$ cat config.mk
export PLATFORM = sky130hd
export DESIGN_NAME = pll_reset_sequencer
export DESIGN_NICKNAME = d
export VERILOG_FILES = /design/src/rtl/gfx_clk_pkg.sv /design/src/rtl/sync_2ff.sv /design/src/rtl/pll_reset_sequencer.sv
export SDC_FILE = /design/constraint.sdc
export NUM_CORES = 1
export LEC_CHECK = 0
export ABC_CLOCK_PERIOD_IN_PS = 1650
export BUFFER_PORTS_ARGS = -buffer_cell sky130_fd_sc_hd__buf_2
export CAP_MARGIN = 20
export CORE_MARGIN = 2
export CORE_UTILIZATION = 45
export DETAILED_ROUTE_END_ITERATION = 8
export PLACE_DENSITY = 0.65
export REMOVE_ABC_BUFFERS = 1
export SYNTH_ARGS = -nofsm -noshare
export SYNTH_HDL_FRONTEND = slang
export SYNTH_SLANG_ARGS = --single-unit
$ cat constraint.sdc
create_clock -name clk -period 1.65 [get_ports clk]
set_input_delay 0.0825 -clock clk [delete_from_list [all_inputs] [get_ports clk]]
set_output_delay 0.0825 -clock clk [all_outputs]
set_load 0.05 [all_outputs]
$ cat src/rtl/gfx_clk_pkg.sv
// Shared clocking definitions for the graphics clock/reset path: sequencer
// state encoding, default ratios and a counter-width helper.
package gfx_clk_pkg;

  typedef enum logic [1:0] {
    WAIT_LOCK = 2'd0,
    STABLE    = 2'd1,
    SER_UP    = 2'd2,
    RUN       = 2'd3
  } seq_state_e;

  localparam int PIX_DIV            = 5;
  localparam int LOCK_STABLE_CYCLES = 1024;

  // Bits needed to count 0..n-1; never less than one bit.
  function automatic int cnt_w(input int n);
    return (n <= 2) ? 1 : $clog2(n);
  endfunction

endpackage

$ cat src/rtl/sync_2ff.sv
// Generic two-flop synchronizer for slow level signals entering the clk domain.
// Both stages reset to 0, so an asynchronous input reads as deasserted after reset.
module sync_2ff #(
  parameter int WIDTH = 1
) (
  input  logic             clk,
  input  logic             rst_n,
  input  logic [WIDTH-1:0] d_i,
  output logic [WIDTH-1:0] q_o
);

  logic [WIDTH-1:0] meta_q;
  logic [WIDTH-1:0] sync_q;

  always_ff @(posedge clk or negedge rst_n) begin
    if (!rst_n) begin
      meta_q <= '0;
      sync_q <= '0;
    end else begin
      meta_q <= d_i;
      sync_q <= meta_q;
    end
  end

  assign q_o = sync_q;

endmodule

$ cat src/rtl/pll_reset_sequencer.sv
// Post-PLL reset sequencer: releases serializer then pixel-domain reset once lock
// is stable, and generates the 1-in-DIV pixel clock enable.
// Optional lock-loss counter: define PLL_RESET_SEQ_LOSS_CNT_EN.
module pll_reset_sequencer
  import gfx_clk_pkg::*;
#(
  parameter int DIV           = PIX_DIV,
  parameter int STABLE_CYCLES = LOCK_STABLE_CYCLES,
  parameter int SER_LEAD      = 16,
  parameter int LOSS_CNT_W    = 8
) (
  input  logic                  clk,
  input  logic                  rst_n,
  input  logic                  pll_lock,
  output logic                  ser_rst,
  output logic                  pix_rst,
  output logic                  pix_en,
  output logic                  ready,
  output logic [LOSS_CNT_W-1:0] lock_loss_cnt
);

  localparam int SW = cnt_w(STABLE_CYCLES);
  localparam int DW = cnt_w(DIV);
  localparam int LW = cnt_w(SER_LEAD);

  localparam logic [SW-1:0] STAB_LAST = SW'(STABLE_CYCLES - 1);
  localparam logic [DW-1:0] DIV_LAST  = DW'(DIV - 1);
  localparam logic [LW-1:0] LEAD_LAST = LW'(SER_LEAD - 1);

  logic lock_s;

  sync_2ff #(.WIDTH(1)) u_lock_sync (
    .clk   (clk),
    .rst_n (rst_n),
    .d_i   (pll_lock),
    .q_o   (lock_s)
  );

  seq_state_e    state_q, state_d;
  logic [SW-1:0] stab_q,  stab_d;
  logic [DW-1:0] div_q,   div_d;
  logic [LW-1:0] lead_q,  lead_d;
  logic [DW-1:0] div_next;
  logic          ser_rst_q, pix_rst_q, pix_en_q, ready_q;

  assign div_next = (div_q == DIV_LAST) ? '0 : div_q + 1'b1;

  always_comb begin
    state_d = state_q;
    stab_d  = stab_q;
    lead_d  = lead_q;
    div_d   = '0;
    case (state_q)
      WAIT_LOCK: begin
        stab_d = '0;
        lead_d = '0;
        if (lock_s) state_d = STABLE;
      end
      STABLE: begin
        if (!lock_s) begin
          state_d = WAIT_LOCK;
          stab_d  = '0;
        end else if (stab_q == STAB_LAST) begin
          state_d = SER_UP;
          stab_d  = '0;
        end else begin
          stab_d = stab_q + 1'b1;
        end
      end
      SER_UP: begin
        if (!lock_s) begin
          state_d = WAIT_LOCK;
        end else begin
          div_d = div_next;
          // RUN is entered on the strobe cycle so the divider restarts at 0
          // on the same edge that pix_rst deasserts.
          if (lead_q != LEAD_LAST) lead_d = lead_q + 1'b1;
          else if (div_q == DIV_LAST) state_d = RUN;
        end
      end
      RUN: begin
        if (!lock_s) state_d = WAIT_LOCK;
        else         div_d   = div_next;
      end
      default: state_d = WAIT_LOCK;
    endcase
  end

  always_ff @(posedge clk or negedge rst_n) begin
    if (!rst_n) begin
      state_q   <= WAIT_LOCK;
      stab_q    <= '0;
      div_q     <= '0;
      lead_q    <= '0;
      ser_rst_q <= 1'b1;
      pix_rst_q <= 1'b1;
      pix_en_q  <= 1'b0;
      ready_q   <= 1'b0;
    end else begin
      state_q   <= state_d;
      stab_q    <= stab_d;
      div_q     <= div_d;
      lead_q    <= lead_d;
      ser_rst_q <= !(state_d == SER_UP || state_d == RUN);
      pix_rst_q <= (state_d != RUN);
      pix_en_q  <= (div_d == DIV_LAST);
      ready_q   <= (state_d == RUN);
    end
  end

  assign ser_rst = ser_rst_q;
  assign pix_rst = pix_rst_q;
  assign pix_en  = pix_en_q;
  assign ready   = ready_q;

`ifdef PLL_RESET_SEQ_LOSS_CNT_EN
  logic [LOSS_CNT_W-1:0] loss_q;
  logic                  loss_inc;

  assign loss_inc = (state_q == RUN) && !lock_s;

  always_ff @(posedge clk or negedge rst_n) begin
    if (!rst_n)                    loss_q <= '0;
    else if (loss_inc && ~&loss_q) loss_q <= loss_q + 1'b1;
  end

  assign lock_loss_cnt = loss_q;
`else
  assign lock_loss_cnt = '0;
`endif

endmodule

==> impl_metrics.json <==
{
  "ys_seq_elements": 25,
  "root_buffer": "clkbuf_4",
  "yosys.area.top_type": "dfrtp_1",
  "swShare_pct": 25.7,
  "ys.flop_type": "dfrtp_1",
  "path_clk_slew_ns": 0.13,
  "synth_area_per_cell_um2": 9.83,
  "pwr-share-comb_pct": 8.0,
  "timing.rr.end": "stab_q[8]$_DFFE_PN0P_",
  "maxSlewViolCount": 0,
  "clkPwrFrac_pct": 27.6,
  "synthesis.area_mm2": 0.00131,
  "p_int_mw": 0.727,
  "antenna_left": 0,
  "grt_pass1_wl_um": 3840,
  "rr_startpoint": "stab_q[0]$_DFFE_PN0P_",
  "drive_gt1_share_pct": 12.8,
  "antennaDiodeCount": 0,
  "dieArea_mm2": 0.00335,
  "power_density_mw_per_mm2": 708,
  "outcome": "finished clean",
  "synthArstFlopShare_pct": 100,
  "ys.warnings.count": 0,
  "synth_cells": 133,
  "critical_path_class": "reg2reg",
  "yosysUniqueCellTypes": 38,
  "cts_tree": "done",
  "port_buffers": 6,
  "synth-seq-area-share_pct": 48.0,
  "period_needed_ns": 1.50,
  "yosys-top-cells-area": "dfrtp_1, buf_4, dfstp_2",
  "wl_per_cell_um": 13.0,
  "timing_hold_violations_final": 0,
  "peakVddDrop_mv": 0.402,
  "setup_violations": 0,
  "worst_pin_slew_ns": 0.549,
  "htree_levels": 1,
  "holdWs_ns": 0.268,
  "placed_cell_area_mm2": 0.00134,
  "leakagePower_nw": 0.600,
  "netlist.area_leader.share_pct": 44.0,
  "row_count": 19,
  "insertion_delay_ns": 0.31,
  "post-cts-setup-buffers": 0,
  "cts_resized": 0,
  "wirelength_um": 2230,
  "p_seq_share_pct": 64.4,
  "drc": 0,
  "vias_per_cell": 5.55,
  "r2r.worst_path.cells": 4,
  "overflow": 0,
  "relSlewSlack_pct": 63.4,
  "grt_pass1_vias": 885,
  "die_w_um": 57.9,
  "num_vias": 955,
  "critPathMaxFanout": 7,
  "layout.cells.non_filler": 172,
  "worstPathRequired_ns": 1.91,
  "drt-pass1-iter-count": 4,
  "arrival_ns": 1.76,
  "groute.usage.overall_pct": 14.8,
  "fin_crit_sh_pct": 90.9,
  "synth-edff-count": 0,
  "fillerInstances": 253,
  "routabilityCongestion": 0.776,
  "io_pins": 15,
  "hpwl_um": 1560,
  "fin_nets": 149,
  "area_growth_pct": 5.65,
  "final_area_mm2": 0.00138,
  "rrSetupSlack_ns": 0.15,
  "clock_skew_ns": 0.00177,
  "clockBufferDepth": 2,
  "fmax_ghz": 0.667,
  "end_kind": "flop",
  "grt_antenna_before_repair": 0,
  "synth_most_common_cell": "dfrtp_1",
  "netSwitchingPower_mw": 0.251,
  "placed_cells": 166,
  "grt_setup_unrepaired": "no",
  "cap_violations": 0,
  "fp.coreArea_mm2": 0.00276,
  "min_path_type": "in2async",
  "initial_core_util_pct": 47.4,
  "dieHeight_um": 57.9,
  "cts.sinks": 25,
  "dp_slack_ns": 0.191,
  "setup-tns-final_ns": 0,
  "synth_common_cells": "dfrtp_1, nand2_1, a21oi_1",
  "start_kind": "flop",
  "grt_max_degree": 26,
  "drt_iter0_drc": 26,
  "fin_ws_ns": 0.150,
  "cts_buffers": 3
}
timing repair:
action,4_1_cts,5_1_grt
endpoints found under the hold margin,24,0
setup endpoints to repair,0,0
hold buffers,2,0
registers in the layout, indices dropped and copies added (netlist names):
signal / flops
stab_q: 10
u_lock_sync.meta_q: 1
pix_rst: 1
lead_q: 4
ready: 1
pix_en: 1
div_q: 3
u_lock_sync.q_o: 1
state_q: 2
ser_rst: 1
area by class of cell:
cell class,instances,area [µm²],area share [%]
Sequential cell,25,628,45.5
Tap cell,31,38.8,2.81
Clock buffer,4,26.3,1.90
Timing Repair Buffer,11,72.6,5.25
Inverter,4,15.0,1.09
Multi-Input combinational cell,97,601,43.5
worst max-delay path: stages (launching register included):
cell and delay, ns:
dfrtp_1 0.45, ha_1 0.30, nand3_1 0.13, or4_1 0.48
nand3_1 0.08
cell families (layout without fill, tap and decap cells):
group                    Yosys count  after routing  synth area share [%]
AO/OA/AOI/OAI                     28             28                  14.0
other                              1              8                 0.287
AND/OR/NAND/NOR                   55             55                  24.5
flip-flops                        25             25                  48.0
buffers and inverters             18             19                  8.04
adder cells (fa/ha/maj)            4              4                  3.83
XOR/XNOR                           2              2                  1.34
layout by cell type, fill, tap and decap left out, types with 2 or more instances in the layout:
cell type / count
nand2_1: 12
o21ai_0: 8
buf_4: 3
nor3_1: 2
xor2_1: 2
or3_1: 4
dfstp_2: 2
clkbuf_4: 3
nor3b_1: 2
nor2_1: 8
nor2b_1: 2
dfrtp_1: 23
conb_1: 8
ha_1: 4
buf_2: 6
and2_1: 3
a21oi_1: 9
dlygate4sd3_1: 2
inv_1: 4
nand3_1: 7
nand4b_1: 4
o211ai_1: 2
nand2b_1: 3
how the worst max path moves through the flow:
stage,startpoint,end,cells past startpoint
6_report,stab_q[0]$_DFFE_PN0P_,stab_q[8]$_DFFE_PN0P_,4
2_1_floorplan,state_q[1]$_DFF_PN0_,stab_q[6]$_DFFE_PN0P_,3
3_5_place_dp,stab_q[0]$_DFFE_PN0P_,stab_q[3]$_DFFE_PN0P_,4
4_1_cts,stab_q[0]$_DFFE_PN0P_,stab_q[6]$_DFFE_PN0P_,4
3_3_place_gp,state_q[1]$_DFF_PN0_,stab_q[8]$_DFFE_PN0P_,4
5_1_grt,stab_q[0]$_DFFE_PN0P_,stab_q[4]$_DFFE_PN0P_,4
through the flow:
step	total power, mW	utilization [%]
final	0.978	50.1
after CTS	0.993	50.1
after global placement	0.715	48.4
after detailed placement	0.716	48.4
after floorplan	0.695	-
after global routing	1.02	50.1
power groups by stage:
stage | Clock (mW) | Sequential [mW] | Combinational, mW
final | 0.270 | 0.629 | 0.0786
after global routing | 0.306 | 0.631 | 0.0864
after CTS | 0.285 | 0.629 | 0.0797
after detailed placement | 0 | 0.640 | 0.0759
after global placement | 0 | 0.640 | 0.0754
after floorplan | 0 | 0.637 | 0.0573
metal layers:
layer | global-route usage (%) | vias up | wire (µm)
met5 | 0 | - | 0
met4 | 5.98 | 0 | 13
met3 | 2.01 | 2 | 84
met2 | 24.0 | 20 | 1040
met1 | 20.1 | 461 | 1090
li1 | - | 472 | -
No activity file was read; power rests on OpenSTA's default activity.
